File: src/rtl/disparity_frame_sequencer_if.sv
// disparity_frame_sequencer_if: control, gray, block-match strobe and disparity
// stream signals between the frame sequencer and its surroundings.
interface disparity_frame_sequencer_if;
  logic        start;
  logic        abort;
  logic        busy;
  logic        frame_done;
  logic        error;
  logic [7:0]  frame_count;
  logic [7:0]  gray_src_data;
  logic        gray_src_valid;
  logic        gray_src_ready;
  logic [7:0]  gray_dst_data;
  logic        gray_dst_valid;
  logic        gray_dst_ready;
  logic        xors_valid_in;
  logic        xors_valid_out;
  logic [15:0] disp_src_data;
  logic        disp_src_valid;
  logic        disp_src_ready;
  logic [15:0] disp_dst_data;
  logic        disp_dst_valid;
  logic        disp_dst_ready;
  modport slave (
    input  start, abort, gray_src_data, gray_src_valid, gray_dst_ready,
           xors_valid_in, disp_src_data, disp_src_valid, disp_dst_ready,
    output busy, frame_done, error, frame_count, gray_src_ready, gray_dst_data,
           gray_dst_valid, xors_valid_out, disp_src_ready, disp_dst_data, disp_dst_valid
  );
  modport master (
    output start, abort, gray_src_data, gray_src_valid, gray_dst_ready,
           xors_valid_in, disp_src_data, disp_src_valid, disp_dst_ready,
    input  busy, frame_done, error, frame_count, gray_src_ready, gray_dst_data,
           gray_dst_valid, xors_valid_out, disp_src_ready, disp_dst_data, disp_dst_valid
  );
endinterface

File: src/rtl/disparity_frame_sequencer.sv
// disparity_frame_sequencer: admits exactly one frame of gray, block-match and
// disparity traffic per start, with a stall watchdog and done/error reporting.
module disparity_frame_sequencer #(
  parameter int FRAME_W          = 240,
  parameter int FRAME_H          = 480,
  parameter int DECIMATE_FACTOR  = 2,
  parameter int BLOCKS_PER_FRAME = 450,
  parameter int TIMEOUT_CYCLES   = 65535
) (
  input logic clk,
  input logic reset,
  disparity_frame_sequencer_if.slave bus
);
  localparam int GRAY_TOT = FRAME_W * FRAME_H;
  localparam int DISP_TOT = (FRAME_W / DECIMATE_FACTOR) * (FRAME_H / DECIMATE_FACTOR);
  localparam int BLK_TOT  = BLOCKS_PER_FRAME;
  localparam int GW = $clog2(GRAY_TOT + 1);
  localparam int DW = $clog2(DISP_TOT + 1);
  localparam int BW = $clog2(BLK_TOT + 1);
  localparam int WW = $clog2(TIMEOUT_CYCLES + 1);
  localparam logic [GW-1:0] GRAY_MAX = GW'(GRAY_TOT);
  localparam logic [DW-1:0] DISP_MAX = DW'(DISP_TOT);
  localparam logic [BW-1:0] BLK_MAX  = BW'(BLK_TOT);
  localparam logic [WW-1:0] WD_LAST  = WW'(TIMEOUT_CYCLES - 1);

  typedef enum logic [2:0] {ST_IDLE, ST_RUN, ST_DRAIN, ST_DONE, ST_ERROR} state_t;

  state_t        r_state;
  logic [GW-1:0] r_gray_cnt;
  logic [DW-1:0] r_disp_cnt;
  logic [BW-1:0] r_blk_cnt;
  logic [WW-1:0] r_wd;
  logic          r_busy;
  logic          r_frame_done;
  logic          r_error;
  logic [7:0]    r_frame_count;

  logic          w_run, w_act;
  logic          w_gray_open, w_blk_open, w_disp_open;
  logic          w_gray_hs, w_blk_hs, w_disp_hs, w_evt, w_wd_to;
  logic [GW-1:0] w_gray_nx;
  logic [DW-1:0] w_disp_nx;
  logic [BW-1:0] w_blk_nx;

  assign w_run       = r_state == ST_RUN;
  assign w_act       = w_run || r_state == ST_DRAIN;
  assign w_gray_open = w_run && r_gray_cnt < GRAY_MAX;
  assign w_blk_open  = w_run && r_blk_cnt < BLK_MAX;
  assign w_disp_open = w_act && r_disp_cnt < DISP_MAX;

  assign bus.gray_dst_data  = bus.gray_src_data;
  assign bus.gray_dst_valid = bus.gray_src_valid & w_gray_open;
  assign bus.gray_src_ready = bus.gray_dst_ready & w_gray_open;
  assign bus.xors_valid_out = bus.xors_valid_in & w_blk_open;
  assign bus.disp_dst_data  = bus.disp_src_data;
  assign bus.disp_dst_valid = bus.disp_src_valid & w_disp_open;
  assign bus.disp_src_ready = bus.disp_dst_ready & w_disp_open;

  assign w_gray_hs = bus.gray_src_valid & bus.gray_dst_ready & w_gray_open;
  assign w_blk_hs  = bus.xors_valid_in & w_blk_open;
  assign w_disp_hs = bus.disp_src_valid & bus.disp_dst_ready & w_disp_open;
  assign w_evt     = w_gray_hs | w_blk_hs | w_disp_hs;
  assign w_wd_to   = w_act && !w_evt && r_wd == WD_LAST;

  // Gates close at the total, so the counters saturate without explicit clamps
  assign w_gray_nx = r_gray_cnt + GW'(w_gray_hs);
  assign w_blk_nx  = r_blk_cnt + BW'(w_blk_hs);
  assign w_disp_nx = r_disp_cnt + DW'(w_disp_hs);

  assign bus.busy        = r_busy;
  assign bus.frame_done  = r_frame_done;
  assign bus.error       = r_error;
  assign bus.frame_count = r_frame_count;

  always_ff @(posedge clk) begin
    if (!reset) begin
      r_state       <= ST_IDLE;
      r_gray_cnt    <= '0;
      r_blk_cnt     <= '0;
      r_disp_cnt    <= '0;
      r_wd          <= '0;
      r_busy        <= 1'b0;
      r_frame_done  <= 1'b0;
      r_error       <= 1'b0;
      r_frame_count <= '0;
    end else begin
      r_frame_done <= 1'b0;
      r_gray_cnt   <= w_gray_nx;
      r_blk_cnt    <= w_blk_nx;
      r_disp_cnt   <= w_disp_nx;
      r_wd         <= (w_act && !w_evt) ? r_wd + WW'(1) : '0;
      case (r_state)
        ST_IDLE, ST_ERROR:
          if (bus.start) begin
            r_state    <= ST_RUN;
            r_busy     <= 1'b1;
            r_error    <= 1'b0;
            r_gray_cnt <= '0;
            r_blk_cnt  <= '0;
            r_disp_cnt <= '0;
            r_wd       <= '0;
          end
        ST_RUN, ST_DRAIN:
          if (bus.abort || w_wd_to) begin
            r_state <= ST_ERROR;
            r_busy  <= 1'b0;
            r_error <= 1'b1;
          end else if (w_run && w_gray_nx == GRAY_MAX && w_blk_nx == BLK_MAX) begin
            r_state <= ST_DRAIN;
          end else if (!w_run && w_disp_nx == DISP_MAX) begin
            r_state       <= ST_DONE;
            r_busy        <= 1'b0;
            r_frame_done  <= 1'b1;
            r_frame_count <= r_frame_count + 8'd1;
          end
        default: r_state <= ST_IDLE;
      endcase
    end
  end
endmodule

File: src/flat_wrapper.sv
// flat-port wrapper written by rule: the top's interface ports become plain ports
module disparity_frame_sequencer_flat 
#(
  parameter int FRAME_W          = 240,
  parameter int FRAME_H          = 480,
  parameter int DECIMATE_FACTOR  = 2,
  parameter int BLOCKS_PER_FRAME = 450,
  parameter int TIMEOUT_CYCLES   = 65535
)
  (clk, reset, bus_start, bus_abort, bus_gray_src_data, bus_gray_src_valid, bus_gray_dst_ready, bus_xors_valid_in, bus_disp_src_data, bus_disp_src_valid, bus_disp_dst_ready, bus_busy, bus_frame_done, bus_error, bus_frame_count, bus_gray_src_ready, bus_gray_dst_data, bus_gray_dst_valid, bus_xors_valid_out, bus_disp_src_ready, bus_disp_dst_data, bus_disp_dst_valid);
  disparity_frame_sequencer_if bus_i ();
  input logic clk;
  input logic reset;
  input wire logic [$bits(bus_i.start)-1:0] bus_start;
  input wire logic [$bits(bus_i.abort)-1:0] bus_abort;
  input wire logic [$bits(bus_i.gray_src_data)-1:0] bus_gray_src_data;
  input wire logic [$bits(bus_i.gray_src_valid)-1:0] bus_gray_src_valid;
  input wire logic [$bits(bus_i.gray_dst_ready)-1:0] bus_gray_dst_ready;
  input wire logic [$bits(bus_i.xors_valid_in)-1:0] bus_xors_valid_in;
  input wire logic [$bits(bus_i.disp_src_data)-1:0] bus_disp_src_data;
  input wire logic [$bits(bus_i.disp_src_valid)-1:0] bus_disp_src_valid;
  input wire logic [$bits(bus_i.disp_dst_ready)-1:0] bus_disp_dst_ready;
  output wire logic [$bits(bus_i.busy)-1:0] bus_busy;
  output wire logic [$bits(bus_i.frame_done)-1:0] bus_frame_done;
  output wire logic [$bits(bus_i.error)-1:0] bus_error;
  output wire logic [$bits(bus_i.frame_count)-1:0] bus_frame_count;
  output wire logic [$bits(bus_i.gray_src_ready)-1:0] bus_gray_src_ready;
  output wire logic [$bits(bus_i.gray_dst_data)-1:0] bus_gray_dst_data;
  output wire logic [$bits(bus_i.gray_dst_valid)-1:0] bus_gray_dst_valid;
  output wire logic [$bits(bus_i.xors_valid_out)-1:0] bus_xors_valid_out;
  output wire logic [$bits(bus_i.disp_src_ready)-1:0] bus_disp_src_ready;
  output wire logic [$bits(bus_i.disp_dst_data)-1:0] bus_disp_dst_data;
  output wire logic [$bits(bus_i.disp_dst_valid)-1:0] bus_disp_dst_valid;
  assign bus_i.start = bus_start;
  assign bus_i.abort = bus_abort;
  assign bus_i.gray_src_data = bus_gray_src_data;
  assign bus_i.gray_src_valid = bus_gray_src_valid;
  assign bus_i.gray_dst_ready = bus_gray_dst_ready;
  assign bus_i.xors_valid_in = bus_xors_valid_in;
  assign bus_i.disp_src_data = bus_disp_src_data;
  assign bus_i.disp_src_valid = bus_disp_src_valid;
  assign bus_i.disp_dst_ready = bus_disp_dst_ready;
  assign bus_busy = bus_i.busy;
  assign bus_frame_done = bus_i.frame_done;
  assign bus_error = bus_i.error;
  assign bus_frame_count = bus_i.frame_count;
  assign bus_gray_src_ready = bus_i.gray_src_ready;
  assign bus_gray_dst_data = bus_i.gray_dst_data;
  assign bus_gray_dst_valid = bus_i.gray_dst_valid;
  assign bus_xors_valid_out = bus_i.xors_valid_out;
  assign bus_disp_src_ready = bus_i.disp_src_ready;
  assign bus_disp_dst_data = bus_i.disp_dst_data;
  assign bus_disp_dst_valid = bus_i.disp_dst_valid;
  disparity_frame_sequencer #(.FRAME_W(FRAME_W), .FRAME_H(FRAME_H), .DECIMATE_FACTOR(DECIMATE_FACTOR), .BLOCKS_PER_FRAME(BLOCKS_PER_FRAME), .TIMEOUT_CYCLES(TIMEOUT_CYCLES)) u_core (.clk(clk), .reset(reset), .bus(bus_i));
endmodule
File: config.mk
export PLATFORM = sky130hd
export DESIGN_NAME = disparity_frame_sequencer_flat
export DESIGN_NICKNAME = d
export VERILOG_FILES = /design/src/rtl/disparity_frame_sequencer_if.sv /design/src/rtl/disparity_frame_sequencer.sv /design/src/flat_wrapper.sv
export SDC_FILE = /design/constraint.sdc
export NUM_CORES = 1
export LEC_CHECK = 0
export CORE_MARGIN = 2
export CORE_UTILIZATION = 40
export CTS_BUF_LIST = sky130_fd_sc_hd__clkbuf_8
export DETAILED_ROUTE_END_ITERATION = 10
export GPL_TIMING_DRIVEN = 0
export SYNTH_ARGS = -nofsm -noshare
export SYNTH_HDL_FRONTEND = slang
export SYNTH_SLANG_ARGS = --single-unit
File: constraint.sdc
create_clock -name clk -period 6.35 [get_ports clk]
set_clock_uncertainty 0.2 [all_clocks]
set_input_delay 0.9525 -clock clk [delete_from_list [all_inputs] [get_ports clk]]
set_output_delay 0.9525 -clock clk [all_outputs]
set_load 0.03 [all_outputs]
[Yosys cells after proc, flatten, opt, wreduce, memory -nomap -nowiden]
Index checks and enable logic that the tools add are counted.
Storage, ports and cells
  word-level logic and storage cells: 88
  output and inout port bits: 40
  flip-flop bits (word level): 71
  input bits: 33
Cells by class
  order comparisons: 3
  reductions and logical operators: 21
  equal/unequal tests: 12
  bitwise logic cells: 15
  multiplexer cells: 23
  add/sub/neg operators: 5
Operator list (count)
  16-bit 2-to-1 mux: 3
  17-bit 2-to-1 mux: 2
  15-bit 2-to-1 mux: 2
  9-bit 2-to-1 mux: 2
  17-bit by 1-bit adder with 17-bit output: 1
  17-bit equality test (second input constant): 1
  17-bit less-than comparator (second input constant): 1
  16-bit by 1-bit adder with 16-bit output (second input constant): 1
  16-bit equality test (second input constant): 1
  15-bit by 1-bit adder with 15-bit output: 1
  15-bit equality test (second input constant): 1
  15-bit less-than comparator (second input constant): 1
  3-bit 2-to-1 mux: 4
  9-bit by 1-bit adder with 9-bit output: 1
  1-bit bitwise AND: 9
  9-bit equality test (second input constant): 1
  9-bit less-than comparator (second input constant): 1
  8-bit by 1-bit adder with 8-bit output (second input constant): 1
  1-bit logical AND: 8
  4-bit AND reduction: 2
  1-bit 2-to-1 mux: 7
  3-bit one-hot mux with 2 select lines: 1
  4-bit by 1-bit != test with 1-bit output (second input constant): 1
  1-bit inverter: 4
  other kinds (17): 22

[Logic depth before layout (Yosys ltp)]
Gate-level depths: netlist of the first run.
  word-level depth: 11
  mapped depth: 14
  gate-level depth less buffers: 13

[Worst setup path after synthesis of the first run]
No wires, ideal clock.
  path type: input port to flip-flop
  start: in bus_disp_src_valid
  end: reg u_core.r_frame_count[2] (netlist: u_core.bus.frame_count[2])
  stages on the path: 13
  data required time: 6.079 ns
  setup time: 0.071 ns
  arrival time: 3.492 ns
  slack: 2.587 ns
  path buffers: 1
  cells stage by stage: nand2_1 nor3_1 and2_1 ha_1 ha_1 nand3_1 o32a_1 o32a_2 nor3b_1 nand4_4 buf_6 or3_1 a21oi_1
Between the ends
  longest elaborated chain between the ends: 9
  elaborated cells on any way between the ends: 12
  classes of those cells: add/sub: 1; eq/ne: 1; bitwise: 4; reduce/logical: 6
Ends and longest elaborated chain
  start, declared: line flat_wrapper.sv:21  | input wire logic [$bits(bus_i.disp_src_valid)-1:0] bus_disp_src_valid;
  1-bit bitwise AND (*) (2 in a row): line disparity_frame_sequencer.sv:61  | assign w_disp_hs = bus.disp_src_valid & bus.disp_dst_ready & w_disp_open;
  parallel branches: the longest is 6 deep, another holds 15-bit by 1-bit adder with 15-bit output
  4-bit AND reduction (no source line) (*)
  end signal, assigned: line disparity_frame_sequencer.sv:114  | r_frame_count <= r_frame_count + 8'd1;
  end, declared: line disparity_frame_sequencer.sv:36  | logic [7:0] r_frame_count;
Mark *: on every way between the ends.
A chain may end at the register's enable or synchronous reset.

[Worst setup path after layout of the first run]
  start: reg u_core.r_disp_cnt[7]
  end: reg u_core.r_frame_count[2] (netlist: u_core.bus.frame_count[2])
Between the ends
  longest elaborated chain between the ends: 10
  elaborated cells on any way between the ends: 13
  classes of those cells: add/sub: 1; order compare: 1; eq/ne: 1; bitwise: 3; reduce/logical: 7
Ends and longest elaborated chain
  start, declared: line disparity_frame_sequencer.sv:30  | logic [DW-1:0] r_disp_cnt;
  start signal, assigned: line disparity_frame_sequencer.sv:90  | r_disp_cnt <= w_disp_nx;
  parallel branches: the longest is 9 deep, another holds 15-bit less-than comparator
  4-bit AND reduction (no source line) (*)
Marked as above.

==> results.cfg, run 1 <==
[detailed_routing]
vias = 3346
wl_met3_um = 390
antenna_left = 0
top_layer_used = met4
dr.first_iter.drc_count = 70
drt-wirelength-per-cell_um = 13.2
wl_um = 8600
met2_length_um = 3930
dr.pass1.iters = 4
wl_met1_um = 4100
viasPerCell = 5.16
drc = 0

[sta]
slew_headroom_pct = 44.7
setup_tns_ns = 0
hold_violations = 0
tightest_slew_ns = 0.819
finalCriticalPeriod_ns = 4.49
setup_viol = 0
drv_slew = 0
fin_crit_sh_pct = 70.6
rsz0062_at_grt = no
max_freq_ghz = 0.223

[logic_synthesis]
synth_cell_types = 62
synth-main-ff-cell = dfxtp_1
synth_area_sq_um = 3850
async_flop_share_pct = 0
synth-edff-count = 0
seq_area_frac_synth_pct = 36.9
syn_avg_cell_area_sq_um = 8.42
synth_top_area_share_pct = 36.9
synth_area_leaders = dfxtp_1, nor2_1, xnor2_1
ys_ff_latch = 71
post-synth-top-area-cell = dfxtp_1
yosysMostFrequentCell = nor2_1
synth_commonest_cells = nor2_1, dfxtp_1, nand2_1, xnor2_1, buf_4
syn-num-nets = 499
syn_inst = 457
synth_warnings = 0

[power_and_ir_drop]
power.density_nw_per_um2 = 208
p_total_mw = 0.986
ir_drop_uv = 120
cellLeakagePower_nw = 1.66

[floorplanning]
fp.dieW_um = 102
io_pins = 73
chipHeight_um = 102
dieArea_sq_um = 10400
start_util_pct = 41.4
row_count = 35
core_sq_um = 9280

[flow_run]
cap_violations = 0

[placement]
hpwlAfterDp_um = 6460
place.gp.congestion = 0.819
port_buffers = 47

[worst_setup_path]
end_kind = register
startpoint = u_core.r_disp_cnt[7]$_SDFF_PN0_
r2r_end = u_core.bus.frame_count[2]$_SDFFE_PN0P_
r2r-start = u_core.r_disp_cnt[7]$_SDFF_PN0_
crit_type = reg -> reg
crit_arrival_ns = 4.57
worstRegToRegCells = 13
cp.required_ns = 6.43
rrSetupSlack_ns = 1.86
crit_fanout = 10
cp-start-kind = register
critPathCapture = u_core.bus.frame_count[2]$_SDFFE_PN0P_

[grt]
gr-total-overflow = 0
grt_pass1_wl_um = 14100
grt_util_all_layers_pct = 16.9
antenna_found_initial = 0
grt_pass1_vias = 3168
grt_max_degree = 13

[cts]
cts-resized-gates = 0
cts.sinks = 71
htreeDepth = 3
clockBufferDepth = 2
cts_tree = done
cts-root-buf = clkbuf_8
clk_latency_ns = 0.35
cts_buffers = 9
path_clk_slew_ns = 0.08
post_cts_buffers = 0
cts_hold_buf = 0

[status]
status = finished, final reports clean

[final_layout]
area_delta_synth_final_pct = 23.1
final_nets = 557
drive_gt1_share_pct = 11.9
antenna_cells = 0

[worst_hold_path]
hold_class = reg -> reg
routing by layer:
layer,vias up,global-route usage [%]
met5,-,0
met1,1549,21.8
li1,1703,-
met4,0,6.77
met3,17,2.80
met2,77,28.1
power breakdown:
group          leakage, nW  switching [mW]  internal [mW]
logic                0.962          0.0445         0.0365
registers            0.572         0.00191          0.447
clock network        0.130           0.174          0.283
state kept, by name, indices dropped and copies added (netlist names):
register / count
u_core.bus.busy: 1
u_core.bus.error: 1
u_core.bus.frame_count: 8
u_core.bus.frame_done: 1
u_core.r_blk_cnt: 9
u_core.r_disp_cnt: 15
u_core.r_gray_cnt: 17
u_core.r_state: 3
u_core.r_wd: 16
through the flow:
| step | instance area (sq um) | util, % | hold slack [ns] | setup WS, ns | instances |
|---|---|---|---|---|---|
| floorplan | 3850 | - | 0.230 | 2.59 | 457 |
| global placement | 4480 | 48.2 | 0.248 | 1.59 | 633 |
| detailed placement | 4480 | 48.2 | 0.256 | 1.57 | 633 |
| CTS | 4730 | 51.0 | 0.273 | 1.81 | 649 |
| global route | 4730 | 51.0 | 0.317 | 1.54 | 649 |
| finish | 4730 | 51.0 | 0.268 | 1.86 | 649 |
logic make-up (layout without fill, tap and decap cells):
logic type                 after synthesis  in the layout  synth area share (%)
AOI/OAI and AO/OA                       57             57                  10.6
and+or+nand+nor                        220            220                  30.1
muxes                                    2              2                 0.520
DFF                                     71             71                  36.9
xor gates and xnor gates                49             49                  11.2
adders and majority gates                9              9                  2.93
buffers and inverters                   49            112                  7.77
worst min path at each step:
stage,from,endpoint,slack [ns],cells past startpoint
final,u_core.r_wd[0]$_SDFF_PN0_,u_core.r_wd[0]$_SDFF_PN0_,0.27,1
after global routing,u_core.r_wd[0]$_SDFF_PN0_,u_core.r_wd[0]$_SDFF_PN0_,0.32,1
after CTS,u_core.r_wd[0]$_SDFF_PN0_,u_core.r_wd[0]$_SDFF_PN0_,0.27,1
after detailed placement,u_core.r_wd[0]$_SDFF_PN0_,u_core.r_wd[0]$_SDFF_PN0_,0.26,1
after global placement,u_core.r_wd[0]$_SDFF_PN0_,u_core.r_wd[0]$_SDFF_PN0_,0.25,1
after floorplan,u_core.r_wd[0]$_SDFF_PN0_,u_core.r_wd[0]$_SDFF_PN0_,0.23,1
critical path: stages (launching register included):
cell     delay (ns)
dfxtp_1        0.35
or2_2          0.32
o41ai_1        0.68
and2_1         0.23
ha_1           0.26
ha_1           0.31
nand3_1        0.23
o32a_1         0.39
o32a_2         0.20
nor3b_1        0.40
nand4_4        0.20
buf_6          0.20
or3_1          0.30
a21oi_1        0.16
layout make-up:
| cell class | instances | area (sq um) |
|---|---|---|
| Fill cell | 930 | 4550 |
| Multi-Input combinational cell | 337 | 2130 |
| Sequential cell | 71 | 1420 |
| Timing Repair Buffer | 47 | 470 |
| Buffer | 39 | 262 |
| Tap cell | 129 | 161 |
| Clock buffer | 11 | 151 |
| Clock inverter | 5 | 104 |
| Inverter | 10 | 37.5 |
cells in the final DEF (no fill, tap or decap), types with 3 or more instances in the layout:
cell,instances
a21oi_1,17
a32oi_1,3
and2_1,8
and3_1,18
and4_1,3
buf_2,3
buf_4,24
bufinv_16,3
clkbuf_1,9
clkbuf_8,11
clkdlybuf4s50_1,47
dfxtp_1,71
ha_1,9
inv_1,10
nand2_1,32
nand3_1,21
nand4_1,11
nor2_1,73
nor3_1,10
nor3b_1,3
nor4_1,5
nor4b_1,5
o21ai_0,11
o22ai_1,3
o31ai_1,3
or2_2,3
or3_1,10
or4_1,4
xnor2_1,27
xor2_1,22
Note: power is estimated with default switching activity, not from simulation.
==> run 2: changes to the inputs <==
Settings changed: PLACE_DENSITY set to 0.67.
Clock period 6.35 ns to 4 ns, I/O delays scaled along.
==> run 2 against run 1 <==
Against the previous run:
- non-clock buffer count grew 2
- total power up 59%
- critical path type unchanged
- sequential power increased by 59%
- setup slack lost 1.7 ns
- via count up 0.54%
- largest power group unchanged
==> results.cfg, run 2 (synthesized netlist as in run 1, its figures left out) <==
[placement]
hpwlAfterDp_um = 6270
pre_cts_ws_ns = -0.426
placed_cell_area_sq_um = 4480
place.gp.congestion = 0.841
port_buffers = 47

[sta]
slew_headroom_pct = 65.0
finalCriticalPeriod_ns = 3.82
rsz0062_at_grt = no
tightest_slew_ns = 0.523
setup_tns_ns = 0
hold_violations = 0
finalWorstSetupSlack_ns = 0.182
setup_viol = 0
max_freq_ghz = 0.262
drv_slew = 0
fin_crit_sh_pct = 95.4

[worst_setup_path]
worstPathCellList = or2_2, o41ai_4, and2_1, ha_2, ha_4, nand3_2, o32a_1, o32a_2, or3b_1, nor3_1, a21oi_1, o32ai_1
crit_arrival_ns = 3.88
crit_fanout = 6
cp-start-kind = register
crit_slowest_cell = or3b_1
end_kind = register
worst-path-buf-inv = 0
cp.required_ns = 4.06
crit_type = reg -> reg
critPathTopFamily = simple AND/OR/NAND/NOR gates
critPathMaxStageDelay_ns = 0.38

[power_and_ir_drop]
p_comb_share_pct = 8.2
p_total_mw = 1.56
pwr-share-seq_pct = 45.6
ir_drop_uv = 216
p_sw_mw = 0.348
power.density_nw_per_um2 = 325
swShare_pct = 22.2
cellLeakagePower_nw = 1.70
clkPwrFrac_pct = 46.2
internal_power_mw = 1.22

[final_layout]
final_design_area_no_fill_sq_um = 4810
multi_input_area_sq_um = 2190
top_register = u_core.r_gray_cnt
seqCellArea_sq_um = 1420
fin_util_pct = 51.9
final_nets = 559
drive_gt1_share_pct = 13.8
nFillCells = 897
area_delta_synth_final_pct = 25.1
largest_reg_flops = 17
final_common_cell = nor2_1
largestRegisters = u_core.r_gray_cnt (17), u_core.r_wd (16), u_core.r_disp_cnt (15)
antenna_cells = 0
final_cell_mix = nor2_1, dfxtp_1, clkdlybuf4s50_1

[grt]
grt_util_all_layers_pct = 16.3
antenna_found_initial = 0
gr-total-overflow = 0
grt_pass1_wl_um = 13600
grt_pass1_vias = 3031
grt_max_degree = 13

[cts]
cts_tree = done
clk_latency_ns = 0.35
clockBufferDepth = 2
cts-root-buf = clkbuf_8
cts_buffers = 9
path_clk_slew_ns = 0.08
htreeDepth = 3
cts.sinks = 71
cts_hold_buf = 0

[floorplanning]
chipHeight_um = 102
row_count = 35
fp.dieW_um = 102
core_sq_um = 9280
io_pins = 73
start_util_pct = 41.4
dieArea_sq_um = 10400

[detailed_routing]
drc = 0
drt-wirelength-per-cell_um = 12.9
dr.first_iter.drc_count = 137
wl_um = 8400
antenna_left = 0
dr.pass1.iters = 5
vias = 3364
viasPerCell = 5.17

[worst_hold_path]
hold_class = reg -> reg

[flow_run]
cap_violations = 0

[status]
status = finished, final reports clean
==> run 2: through the flow <==
step                instances  hold slack (ns)
floorplan                 457            0.230
global placement          633            0.243
detailed placement        633            0.252
CTS                       649            0.269
global route              651            0.293
finish                    651            0.261
==> run 2: power groups by stage <==
| stage | logic (mW) | registers [mW] | clock network (mW) |
|---|---|---|---|
| floorplan | 0.0772 | 0.731 | 0 |
| global placement | 0.128 | 0.729 | 0 |
| detailed placement | 0.129 | 0.729 | 0 |
| CTS | 0.130 | 0.713 | 0.738 |
| global route | 0.137 | 0.713 | 0.771 |
| finish | 0.128 | 0.713 | 0.723 |
==> run 2: what timing repair did <==
item,in CTS,in global routing
gates cloned,0,0
endpoints found under the setup margin,12,10
resized for setup,4,7
setup buffers,0,2
pin swaps,0,3
==> run 2: path summary, 6_finish.rpt <==
path | from | endpoint | slack (ns) | depth (start not counted)
worst max register to register | u_core.r_disp_cnt[7]$_SDFF_PN0_ | u_core.r_state[0]$_SDFFE_PN0P_ | 0.18 | 12
worst max-delay path | u_core.r_disp_cnt[7]$_SDFF_PN0_ | u_core.r_state[0]$_SDFFE_PN0P_ | 0.18 | 12
worst min-delay path | u_core.r_wd[0]$_SDFF_PN0_ | u_core.r_wd[0]$_SDFF_PN0_ | 0.26 | 1
worst min register to register | u_core.r_wd[0]$_SDFF_PN0_ | u_core.r_wd[0]$_SDFF_PN0_ | 0.26 | 1
==> run 2: routing by layer <==
metal	up-vias	track usage (%)	part of all wire, %
met4	0	6.26	1.3
met5	-	0	0
met1	1554	21.0	47
met3	7	4.79	5.8
li1	1710	-	-
met2	93	26.0	46
==> run 2: cell type report <==
cell class              count  share of cell area, %
repair buffers             49                   10.1
clock inverters             5                   2.16
multi-input cells         337                   45.5
flip-flops and latches     71                   29.5
well taps                 129                   3.35
inverters                  10                  0.780
plain buffers              39                   5.43
clock buffers              11                   3.14
==> run 3: changes to the inputs <==
Settings changed: CORE_UTILIZATION 40 to 45, PLACE_DENSITY 0.67 to 0.73, SLEW_MARGIN set to 20.
==> run 3 against run 2 <==
Against the previous run:
- critical path depth grew 1
- combinational power barely moved
- via count is 0.98% lower
- setup slack better by 0.036 ns
- first-iteration DRC count is 27% lower
- register-to-register slack improved by 0.04 ns
- cell area shrank 1.7%
- critical path type unchanged
- critical endpoint unchanged
==> results.cfg, run 3 (synthesized netlist as in run 1, its figures left out) <==
[status]
status = finished, final reports clean

[worst_setup_path]
critPathMaxStageDelay_ns = 0.47
worstPathCellList = or2_2, o41ai_4, and2_1, ha_2, ha_4, and3_1, buf_2, and3_1, a32oi_1, or3b_1, nor3_2, a21oi_1, o32ai_1
crit_slowest_cell = or3b_1
end_kind = register
cp-start-kind = register
critPathTopFamily = simple AND/OR/NAND/NOR gates
crit_type = reg -> reg
crit_arrival_ns = 3.84
cp.required_ns = 4.06
worst-path-buf-inv = 1
crit_top_cell = and3_1
crit_fanout = 6

[floorplanning]
chipHeight_um = 96.5
io_pins = 73
start_util_pct = 46.6
row_count = 33
fp.dieW_um = 96.5
core_sq_um = 8260
dieArea_sq_um = 9310

[cts]
cts_tree = done
cts_buffers = 9
cts.sinks = 71
cts_hold_buf = 0
cts-root-buf = clkbuf_8
clockBufferDepth = 2
clk_latency_ns = 0.34
htreeDepth = 3
path_clk_slew_ns = 0.07

[final_layout]
area_delta_synth_final_pct = 23.0
largest_reg_flops = 17
fin_util_pct = 57.3
largestRegisters = u_core.r_gray_cnt (17), u_core.r_wd (16), u_core.r_disp_cnt (15)
antenna_cells = 0
final_design_area_no_fill_sq_um = 4730
nFillCells = 742
final_cell_mix = nor2_1, dfxtp_1, clkdlybuf4s50_1
drive_gt1_share_pct = 13.8
top_register = u_core.r_gray_cnt
final_common_cell = nor2_1
final_nets = 559

[sta]
drv_slew = 0
tightest_slew_ns = 0.522
slew_headroom_pct = 65.2
finalCriticalPeriod_ns = 3.78
fin_crit_sh_pct = 94.5
setup_viol = 0
hold_violations = 0
max_freq_ghz = 0.264
rsz0062_at_grt = no

[grt]
grt_max_degree = 12
gr-total-overflow = 0
grt_util_all_layers_pct = 18.4
grt_pass1_wl_um = 13500
grt_pass1_vias = 3126
antenna_found_initial = 0

[detailed_routing]
drt-wirelength-per-cell_um = 13.0
wl_um = 8120
dr.pass1.iters = 5
viasPerCell = 5.31
antenna_left = 0
dr.first_iter.drc_count = 100
drc = 0
vias = 3331

[placement]
hpwlAfterDp_um = 6050
placed_cell_area_sq_um = 4450
port_buffers = 47
place.gp.congestion = 0.859

[power_and_ir_drop]
cellLeakagePower_nw = 1.66
p_total_mw = 1.39
ir_drop_uv = 220
power.density_nw_per_um2 = 295

[worst_hold_path]
hold_class = reg -> reg

[flow_run]
cap_violations = 0
## run 3: per-layer routing
| layer | vias up | wire (um) | global-route usage, % |
|---|---|---|---|
| li1 | 1706 | - | - |
| met1 | 1540 | 3750 | 22.9 |
| met5 | - | 0 | 0 |
| met4 | 0 | 75 | 5.28 |
| met2 | 78 | 3810 | 31.0 |
| met3 | 7 | 491 | 5.35 |
## run 3: layout make-up
type,instances,area (sq um),area share (%)
inverters,10,37.5,0.793
flip-flops and latches,71,1420,30.0
well taps,105,131,2.78
repair buffers,49,485,10.3
plain buffers,39,262,5.52
clock inverters,6,53.8,1.14
multi-input cells,337,2200,46.6
clock buffers,10,138,2.91
## run 3: per-stage QoR
step	setup TNS [ns]	instances	worst slack, ns	hold WS (ns)
after CTS	0	625	0.0227	0.271
after global routing	0	627	0.00533	0.287
after floorplan	0	457	0.343	0.230
after detailed placement	-2.48	609	-0.359	0.255
final	0	627	0.218	0.265
after global placement	-2.50	609	-0.378	0.244
## run 3: worst reg2reg max path: stages (launching register included)
cell     delay (ns)
dfxtp_1        0.35
or2_2          0.35
o41ai_4        0.37
and2_1         0.19
ha_2           0.26
ha_4           0.21
and3_1         0.15
buf_2          0.17
and3_1         0.21
a32oi_1        0.19
or3b_1         0.47
nor3_2         0.29
a21oi_1        0.10
o32ai_1        0.20
## run 3: where the power goes
part           leakage (nW)  switching [mW]  internal, mW
clock network         0.106           0.257         0.297
logic                 0.980          0.0693        0.0583
registers             0.572         0.00308         0.710
## run 3: path summary, 6_finish.rpt
kind	startpoint	cells past startpoint	endpoint	slack, ns
max	u_core.r_disp_cnt[7]$_SDFF_PN0_	13	u_core.r_state[0]$_SDFFE_PN0P_	0.22
max reg2reg	u_core.r_disp_cnt[7]$_SDFF_PN0_	13	u_core.r_state[0]$_SDFFE_PN0P_	0.22
min	u_core.r_wd[0]$_SDFF_PN0_	1	u_core.r_wd[0]$_SDFF_PN0_	0.27
min reg2reg	u_core.r_wd[0]$_SDFF_PN0_	1	u_core.r_wd[0]$_SDFF_PN0_	0.27
## run 3: what timing repair did
action / CTS / global route
pin swaps: 0 / 4
buffers inserted: 0 / 2
endpoints found under the setup margin: 12 / 11
endpoints found under the hold margin: 0 / 0
gates resized for setup: 4 / 10
